==> config.mk <==
export PLATFORM = sky130hd
export DESIGN_NAME = multi_channel_counter_flat
export DESIGN_NICKNAME = d
export VERILOG_FILES = /design/src/rtl/multi_channel_counter_if.sv /design/src/rtl/multi_channel_counter.sv /design/src/flat_wrapper.sv
export SDC_FILE = /design/constraint.sdc
export NUM_CORES = 1
export LEC_CHECK = 0
export CORE_MARGIN = 2
export CORE_UTILIZATION = 48
export DETAILED_ROUTE_END_ITERATION = 10
export PLACE_DENSITY = 0.91
export SETUP_SLACK_MARGIN = 0.05
export SYNTH_ARGS = -nofsm -noshare
export SYNTH_HDL_FRONTEND = slang
export SYNTH_SLANG_ARGS = --single-unit
==> constraint.sdc <==
create_clock -name clk -period 4.7 [get_ports clk]
set_input_delay 0.47 -clock clk [delete_from_list [all_inputs] [get_ports clk]]
set_output_delay 0.47 -clock clk [all_outputs]
set_load 0.005 [all_outputs]
==> src/rtl/multi_channel_counter_if.sv <==
// Bundle of the per-channel control strobes, step values and registered status
// outputs of the multi_channel_counter bank. Clock and reset stay outside the
// bundle as plain ports.
interface multi_channel_counter_if #(
  parameter int C_WIDTH    = 16,
  parameter int C_CHANNELS = 4
);

  logic                            clken;
  logic [C_CHANNELS-1:0]           load;
  logic [C_CHANNELS*C_WIDTH-1:0]   load_value;
  logic [C_CHANNELS-1:0]           incr;
  logic [C_CHANNELS*C_WIDTH-1:0]   incr_step;
  logic [C_CHANNELS-1:0]           decr;
  logic [C_CHANNELS*C_WIDTH-1:0]   decr_step;
  logic [C_CHANNELS-1:0]           clr_flags;
  logic [C_CHANNELS*C_WIDTH-1:0]   count;
  logic [C_CHANNELS-1:0]           is_zero;
  logic [C_CHANNELS-1:0]           ge_thresh;
  logic [C_CHANNELS-1:0]           ovf;
  logic [C_CHANNELS-1:0]           unf;

  // Driver side: issues the strobes and observes the counts and flags.
  modport master (
    output clken, load, load_value, incr, incr_step, decr, decr_step, clr_flags,
    input  count, is_zero, ge_thresh, ovf, unf
  );

  // Counter bank side.
  modport slave (
    input  clken, load, load_value, incr, incr_step, decr, decr_step, clr_flags,
    output count, is_zero, ge_thresh, ovf, unf
  );

endinterface

==> src/rtl/multi_channel_counter.sv <==
// N-channel up/down counter bank. Each channel can load, add and subtract
// run-time step sizes in one cycle, and keeps registered zero/threshold flags
// plus sticky overflow/underflow flags.
// Optional feature macro: MULTI_CHANNEL_COUNTER_SAT_EN -- when defined,
// out-of-range results clamp to the range limits; otherwise they wrap.
module multi_channel_counter #(
  parameter int                 C_WIDTH    = 16,
  parameter int                 C_CHANNELS = 4,
  parameter logic [C_WIDTH-1:0] C_INIT     = '0,
  parameter logic [C_WIDTH-1:0] C_THRESH   = {1'b1, {(C_WIDTH-1){1'b0}}}
) (
  input  logic                  clk,
  input  logic                  rst,
  multi_channel_counter_if.slave bus
);

  // Two extra bits: one to hold a carry beyond the counter range, one as sign.
  localparam int SW = C_WIDTH + 2;

  logic [C_CHANNELS-1:0][C_WIDTH-1:0] count_q, count_d;
  logic [C_CHANNELS-1:0]              is_zero_q, is_zero_d;
  logic [C_CHANNELS-1:0]              ge_thresh_q, ge_thresh_d;
  logic [C_CHANNELS-1:0]              ovf_q, ovf_d;
  logic [C_CHANNELS-1:0]              unf_q, unf_d;
  logic [C_CHANNELS-1:0][SW-1:0]      sum;

  // Next-state computation for every channel: load, else net add/subtract.
  always_comb begin
    // NOTE: every variable gets a default before any branch, so no path leaves
    // it unassigned and no latch is inferred.
    count_d     = count_q;
    is_zero_d   = is_zero_q;
    ge_thresh_d = ge_thresh_q;
    ovf_d       = ovf_q;
    unf_d       = unf_q;
    sum         = '0;
    for (int i = 0; i < C_CHANNELS; i++) begin
      if (bus.clken) begin
        // Clear first so a same-cycle event below re-sets the flag.
        ovf_d[i] = ovf_q[i] & ~bus.clr_flags[i];
        unf_d[i] = unf_q[i] & ~bus.clr_flags[i];
        if (bus.load[i]) begin
          count_d[i] = bus.load_value[i*C_WIDTH +: C_WIDTH];
        end else begin
          // Zero-extended operands; a set top bit means the result went negative.
          sum[i] = SW'(count_q[i])
                 + (bus.incr[i] ? SW'(bus.incr_step[i*C_WIDTH +: C_WIDTH]) : SW'(0))
                 - (bus.decr[i] ? SW'(bus.decr_step[i*C_WIDTH +: C_WIDTH]) : SW'(0));
          if (sum[i][SW-1]) begin
            unf_d[i] = 1'b1;
`ifdef MULTI_CHANNEL_COUNTER_SAT_EN
            count_d[i] = '0;
`else
            count_d[i] = sum[i][C_WIDTH-1:0];
`endif
          end else if (sum[i][C_WIDTH]) begin
            ovf_d[i] = 1'b1;
`ifdef MULTI_CHANNEL_COUNTER_SAT_EN
            count_d[i] = '1;
`else
            count_d[i] = sum[i][C_WIDTH-1:0];
`endif
          end else begin
            count_d[i] = sum[i][C_WIDTH-1:0];
          end
        end
        // Derived from the next count so the flags never lag the count.
        is_zero_d[i]   = (count_d[i] == '0);
        ge_thresh_d[i] = (count_d[i] >= C_THRESH);
      end
    end
  end

  // State registers with synchronous active-high reset; clken gating is in the
  // next-state logic.
  always_ff @(posedge clk) begin
    // NOTE: sequential state uses non-blocking assignments so every register
    // samples the pre-edge values regardless of statement order.
    if (rst) begin
      count_q     <= {C_CHANNELS{C_INIT}};
      is_zero_q   <= {C_CHANNELS{C_INIT == '0}};
      ge_thresh_q <= {C_CHANNELS{C_INIT >= C_THRESH}};
      ovf_q       <= '0;
      unf_q       <= '0;
    end else begin
      count_q     <= count_d;
      is_zero_q   <= is_zero_d;
      ge_thresh_q <= ge_thresh_d;
      ovf_q       <= ovf_d;
      unf_q       <= unf_d;
    end
  end

  assign bus.count     = count_q;
  assign bus.is_zero   = is_zero_q;
  assign bus.ge_thresh = ge_thresh_q;
  assign bus.ovf       = ovf_q;
  assign bus.unf       = unf_q;

endmodule

==> src/flat_wrapper.sv <==
// flat-port wrapper written by rule: the top's interface ports become plain ports
module multi_channel_counter_flat 
#(
  parameter int                 C_WIDTH    = 16,
  parameter int                 C_CHANNELS = 4,
  parameter logic [C_WIDTH-1:0] C_INIT     = '0,
  parameter logic [C_WIDTH-1:0] C_THRESH   = {1'b1, {(C_WIDTH-1){1'b0}}}
)
  (clk, rst, bus_clken, bus_load, bus_load_value, bus_incr, bus_incr_step, bus_decr, bus_decr_step, bus_clr_flags, bus_count, bus_is_zero, bus_ge_thresh, bus_ovf, bus_unf);
  multi_channel_counter_if #(.C_WIDTH(C_WIDTH), .C_CHANNELS(C_CHANNELS)) bus_i ();
  input  logic clk;
  input  logic rst;
  input wire logic [$bits(bus_i.clken)-1:0] bus_clken;
  input wire logic [$bits(bus_i.load)-1:0] bus_load;
  input wire logic [$bits(bus_i.load_value)-1:0] bus_load_value;
  input wire logic [$bits(bus_i.incr)-1:0] bus_incr;
  input wire logic [$bits(bus_i.incr_step)-1:0] bus_incr_step;
  input wire logic [$bits(bus_i.decr)-1:0] bus_decr;
  input wire logic [$bits(bus_i.decr_step)-1:0] bus_decr_step;
  input wire logic [$bits(bus_i.clr_flags)-1:0] bus_clr_flags;
  output wire logic [$bits(bus_i.count)-1:0] bus_count;
  output wire logic [$bits(bus_i.is_zero)-1:0] bus_is_zero;
  output wire logic [$bits(bus_i.ge_thresh)-1:0] bus_ge_thresh;
  output wire logic [$bits(bus_i.ovf)-1:0] bus_ovf;
  output wire logic [$bits(bus_i.unf)-1:0] bus_unf;
  assign bus_i.clken = bus_clken;
  assign bus_i.load = bus_load;
  assign bus_i.load_value = bus_load_value;
  assign bus_i.incr = bus_incr;
  assign bus_i.incr_step = bus_incr_step;
  assign bus_i.decr = bus_decr;
  assign bus_i.decr_step = bus_decr_step;
  assign bus_i.clr_flags = bus_clr_flags;
  assign bus_count = bus_i.count;
  assign bus_is_zero = bus_i.is_zero;
  assign bus_ge_thresh = bus_i.ge_thresh;
  assign bus_ovf = bus_i.ovf;
  assign bus_unf = bus_i.unf;
  multi_channel_counter #(.C_WIDTH(C_WIDTH), .C_CHANNELS(C_CHANNELS), .C_INIT(C_INIT), .C_THRESH(C_THRESH)) u_core (.clk(clk), .rst(rst), .bus(bus_i));
endmodule
# == Word level (Yosys, flattened, before mapping) ==
# Cells that the tools add are included.
# word_totals
ff_bits,80
in_bits,211
output_inout_bits,80
word_cells,72
# classes
addsub,8
order_cmp,4
mux,36
bitwise,12
n_reduce_logical,4
# ops
op,count
16-bit 2-to-1 mux,16
16-bit by 18-bit adder with 18-bit output,4
18-bit subtractor,4
16-bit >= comparator (second input constant),4
16-bit zero test,4
1-bit 2-to-1 mux,20
1-bit bitwise AND,8
1-bit NOT,4

# == Logic depth before layout (Yosys ltp) ==
# logic_depth
depth_word,6
depth_mapped,15
ltp_nobuf,15

# == Worst setup path after synthesis ==
# Ideal clock, no wire load.
# synth_timing
path_kind,input port to flip-flop
startpoint,input port bus_incr[0]
endpoint,register u_core.is_zero_q[0] (netlist: u_core.bus.is_zero[0])
setup_ps,69
arrival_ps,3454
required_ps,4631
path_slack_ps,1177
stages,13
path_buffers,1
cell_sequence,clkbuf_1 -> nand2_1 -> fa_1 -> inv_1 -> ha_1 -> or3_1 -> and2_1 -> nand3_1 -> and2_1 -> mux2_2 -> a2111oi_2 -> nand4_1 -> o21ai_1
# synth_via
elab_chain_cells,6
# synth_lines
item,line,rtl
from (decl),flat_wrapper.sv:16,input wire logic [$bits(bus_i.incr)-1:0] bus_incr;
16-bit 2-to-1 mux,multi_channel_counter.sv:47,+ (bus.incr[i] ? SW'(bus.incr_step[i*C_WIDTH +: C_WIDTH]) : SW'(0))
16-bit by 18-bit adder with 18-bit output,multi_channel_counter.sv:47,
18-bit subtractor,multi_channel_counter.sv:48,- (bus.decr[i] ? SW'(bus.decr_step[i*C_WIDTH +: C_WIDTH]) : SW'(0));
16-bit 2-to-1 mux,multi_channel_counter.sv:42,if (bus.load[i]) begin
16-bit 2-to-1 mux,multi_channel_counter.sv:38,if (bus.clken) begin
16-bit zero test,multi_channel_counter.sv:68,is_zero_d[i] = (count_d[i] == '0);
to (signal assigned),multi_channel_counter.sv:81,is_zero_q <= {C_CHANNELS{C_INIT == '0}};
to (signal assigned),multi_channel_counter.sv:87,is_zero_q <= is_zero_d;
to (decl),multi_channel_counter.sv:21,"logic [C_CHANNELS-1:0] is_zero_q, is_zero_d;"
# Every way passes these cells. The select of a mux whose other input is x is not followed.
# A chain may end at the register's enable or synchronous reset.

# == Worst setup path in the final report ==
# layout_timing
startpoint,input port bus_decr[0]
endpoint,register u_core.is_zero_q[0] (netlist: u_core.bus.is_zero[0])
# layout_via
elab_chain_cells,5
# layout_lines
item,line,rtl
from (decl),flat_wrapper.sv:18,input wire logic [$bits(bus_i.decr)-1:0] bus_decr;
16-bit 2-to-1 mux,multi_channel_counter.sv:48,
18-bit subtractor,multi_channel_counter.sv:48,
16-bit 2-to-1 mux,multi_channel_counter.sv:42,
16-bit 2-to-1 mux,multi_channel_counter.sv:38,
16-bit zero test,multi_channel_counter.sv:68,
# Every way passes these cells. The select of a mux whose other input is x is not followed.

==> flow_metrics.env <==
export IMPL_status="finished, final reports clean"
export IMPL_whs_ps=474
export IMPL_grt_overflow=0
export IMPL_yosysUniqueCellTypes=72
export IMPL_cap_violations=0
export IMPL_start_util_pct=49.0
export IMPL_pwr_density_cell_nw_per_um2=313
export IMPL_hold_violations=0
export IMPL_regArea_um2=1600
export IMPL_die_area_um2=20200
export IMPL_ir_drop_mv=0.173
export IMPL_ys_warnings_count=0
export IMPL_drtPass1Iterations=5
export IMPL_drc=0
export IMPL_clockBufferDepth=2
export IMPL_slew_headroom_pct=23.2
export IMPL_grt_pass1_wl_mm=44.4
export IMPL_drt_iter0_drc=428
export IMPL_synth_seq_cells=80
export IMPL_core_area_um2=18700
export IMPL_finalNetCount=1803
export IMPL_clk_latency_ps=340
export IMPL_tightest_slew_ps=1150
export IMPL_synth_area_um2=9160
export IMPL_vias_per_cell=5.55
export IMPL_cts_tree="yes"
export IMPL_fin_crit_sh_pct=88.0
export IMPL_path_class="input pin to flop"
export IMPL_routedWlPerCell_um=16.3
export IMPL_ant_nets=0
export IMPL_fin_skew_ps=7.22
export IMPL_required_ps=4970
export IMPL_holdCritPathClass="flop to flop"
export IMPL_syn_to_final_growth_pct=37.2
export IMPL_pin_count=291
export IMPL_netlist_area_leader_share_pct=17.5
export IMPL_drive_gt1_share_pct=3.34
export IMPL_antenna_found_initial=1
export IMPL_grt_max_degree=67
export IMPL_via_count=9433
export IMPL_crit_arrival_ps=4400
export IMPL_die_x_um=142
export IMPL_syn_area_per_cell_um2=7.69
export IMPL_post_cts_buffers=0
export IMPL_synth_top_area_cell="dfxtp_1"
export IMPL_synth_net_count=1535
export IMPL_clock_sinks=80
export IMPL_synth_edf_count=0
export IMPL_hpwl_mm=22.4
export IMPL_finalSetupViolations=0
export IMPL_cts_hold_buf=0
export IMPL_multi_input_area_um2=6630
export IMPL_endpoint_kind="flop"
export IMPL_drv_slew=0
export IMPL_die_h_um=142
export IMPL_path_clk_slew_ps=60
export IMPL_io_buffer_count=290
export IMPL_cp_start_kind="input pin"
export IMPL_fin_crit_ps=4130
export IMPL_synthFlopType="dfxtp_1"
export IMPL_cts_root_buf="clkbuf_16"
export IMPL_rows=50
export IMPL_h_tree_depth=3
export IMPL_postSynthCellCount=1192
export IMPL_power_total_mw=3.93
export IMPL_path_max_fanout=16
export IMPL_track_usage_pct=27.1
export IMPL_setup_tns_ps=0
export IMPL_leakage_nw=5.68
export IMPL_cts_buffers=9
export IMPL_ys_seq_area_share_pct=17.5
export IMPL_gp_congestion=0.923
export IMPL_r2r_slack_ps=1170
export IMPL_cts_resized=0
export IMPL_rsz0062_at_grt="no"
export IMPL_fin_area_um2=12600
export IMPL_async_flop_share_pct=0
export IMPL_synth_area_top_cells="dfxtp_1 (17%), fa_1 (14%), ha_1 (9.3%)"
export IMPL_grt_pass1_vias=9605
export IMPL_routed_wl_mm=27.7
export IMPL_fillers=1514
export IMPL_post_dp_cell_area_um2=12300
export IMPL_clock_fmax_mhz=242
-- registers in the layout, summed over array words and instances, names as in the netlist --
register              count
u_core.bus.is_zero        4
u_core.bus.count         64
u_core.bus.ge_thresh      4
u_core.bus.ovf            4
u_core.bus.unf            4
-- layout by cell type, fill, tap and decap left out, drive strengths merged, types with 5 or more instances in the layout --
cell type / n
a2111oi: 5
a211oi: 55
a21o: 24
a21oi: 60
a31oi: 8
and2: 72
and4: 5
buf: 13
clkbuf: 14
clkdlybuf4s50: 288
dfxtp: 80
fa: 64
ha: 68
inv: 202
mux2: 7
mux2i: 28
nand2: 119
nand2b: 8
nand3: 10
nand4: 6
nor2: 98
nor2b: 9
nor3: 21
nor3b: 5
nor4b: 5
o211a: 10
o211ai: 9
o21a: 11
o21ai: 45
o21bai: 6
or3: 5
or4: 6
xnor2: 20
xor2: 17
-- power breakdown --
| group | total (mW) | switching (mW) | internal [mW] |
|---|---|---|---|
| clock | 0.732 | 0.290 | 0.442 |
| combinational | 2.37 | 1.24 | 1.13 |
| sequential | 0.827 | 0.0648 | 0.762 |
| total | 3.93 | 1.59 | 2.34 |
-- kinds of logic (layout without fill, tap and decap cells) --
| logic type | Yosys count | count (layout) | share of synthesized area [%] |
|---|---|---|---|
| AOI/OAI and AO/OA | 275 | 275 | 21.1 |
| xor gates and xnor gates | 37 | 37 | 3.54 |
| adders and majority gates | 132 | 132 | 23.3 |
| buffers and inverters | 247 | 520 | 10.1 |
| DFF | 80 | 80 | 17.5 |
| muxes | 35 | 35 | 3.92 |
| other | 0 | 1 | 0 |
| and+or+nand+nor | 386 | 386 | 20.6 |
-- final timing paths --
path / start / to / depth (start not counted)
setup / recovery: bus_decr[0] / u_core.bus.is_zero[0] / 15
hold / removal: u_core.bus.ge_thresh[2] / u_core.bus.ge_thresh[2] / 2
setup reg to reg: u_core.bus.count[49] / u_core.bus.count[62] / 13
hold reg to reg: u_core.bus.ge_thresh[2] / u_core.bus.ge_thresh[2] / 2
-- routing by layer --
metal | up-vias | track usage (%) | part of all wire (%)
li1 | 4550 | - | -
met3 | 77 | 3.90 | 6.4
met1 | 4434 | 31.9 | 40
met5 | - | 0 | 0
met2 | 372 | 48.7 | 49
met4 | 0 | 12.7 | 3.7
-- synth_stat cells (9+ instances only) --
cell type,instances
inv_1,201
nand2_1,119
nor2_1,98
dfxtp_1,80
and2_1,72
ha_1,68
fa_1,64
a21oi_1,58
a211oi_1,53
o21ai_0,40
clkbuf_1,35
mux2i_1,28
a21o_1,24
nor3_1,21
xnor2_1,20
xor2_1,17
o21a_1,11
nand3_1,10
o211a_1,10
buf_1,9
nor2b_1,9
o211ai_1,9
-- area by class of cell --
class | count | share of cell area (%)
repair buffers | 301 | 23.7
inverters | 203 | 6.06
multi-input cells | 865 | 52.8
clock inverters | 2 | 0.299
well taps | 234 | 2.33
flip-flops and latches | 80 | 12.7
diodes | 1 | 0.0199
clock buffers | 14 | 2.10
-- worst max-delay path: stages --
cell	delay [ps]
clkdlybuf4s50_1	690
and2_1	280
ha_1	270
inv_1	40
ha_1	210
fa_1	480
a21o_1	180
a21oi_1	240
o21ai_0	220
a221oi_2	430
xnor2_1	160
o21ai_0	120
nor4_1	320
nand4_1	130
o21ai_1	150
-- through the flow --
step	cells	worst slack [ps]	util, %
after detailed placement	1683	299	65.6
after floorplan	1192	1180	-
after CTS	1699	652	67.2
final	1700	566	67.2
after global placement	1683	406	65.6
after global routing	1700	277	67.2
Note: power is estimated with default switching activity, not from simulation.
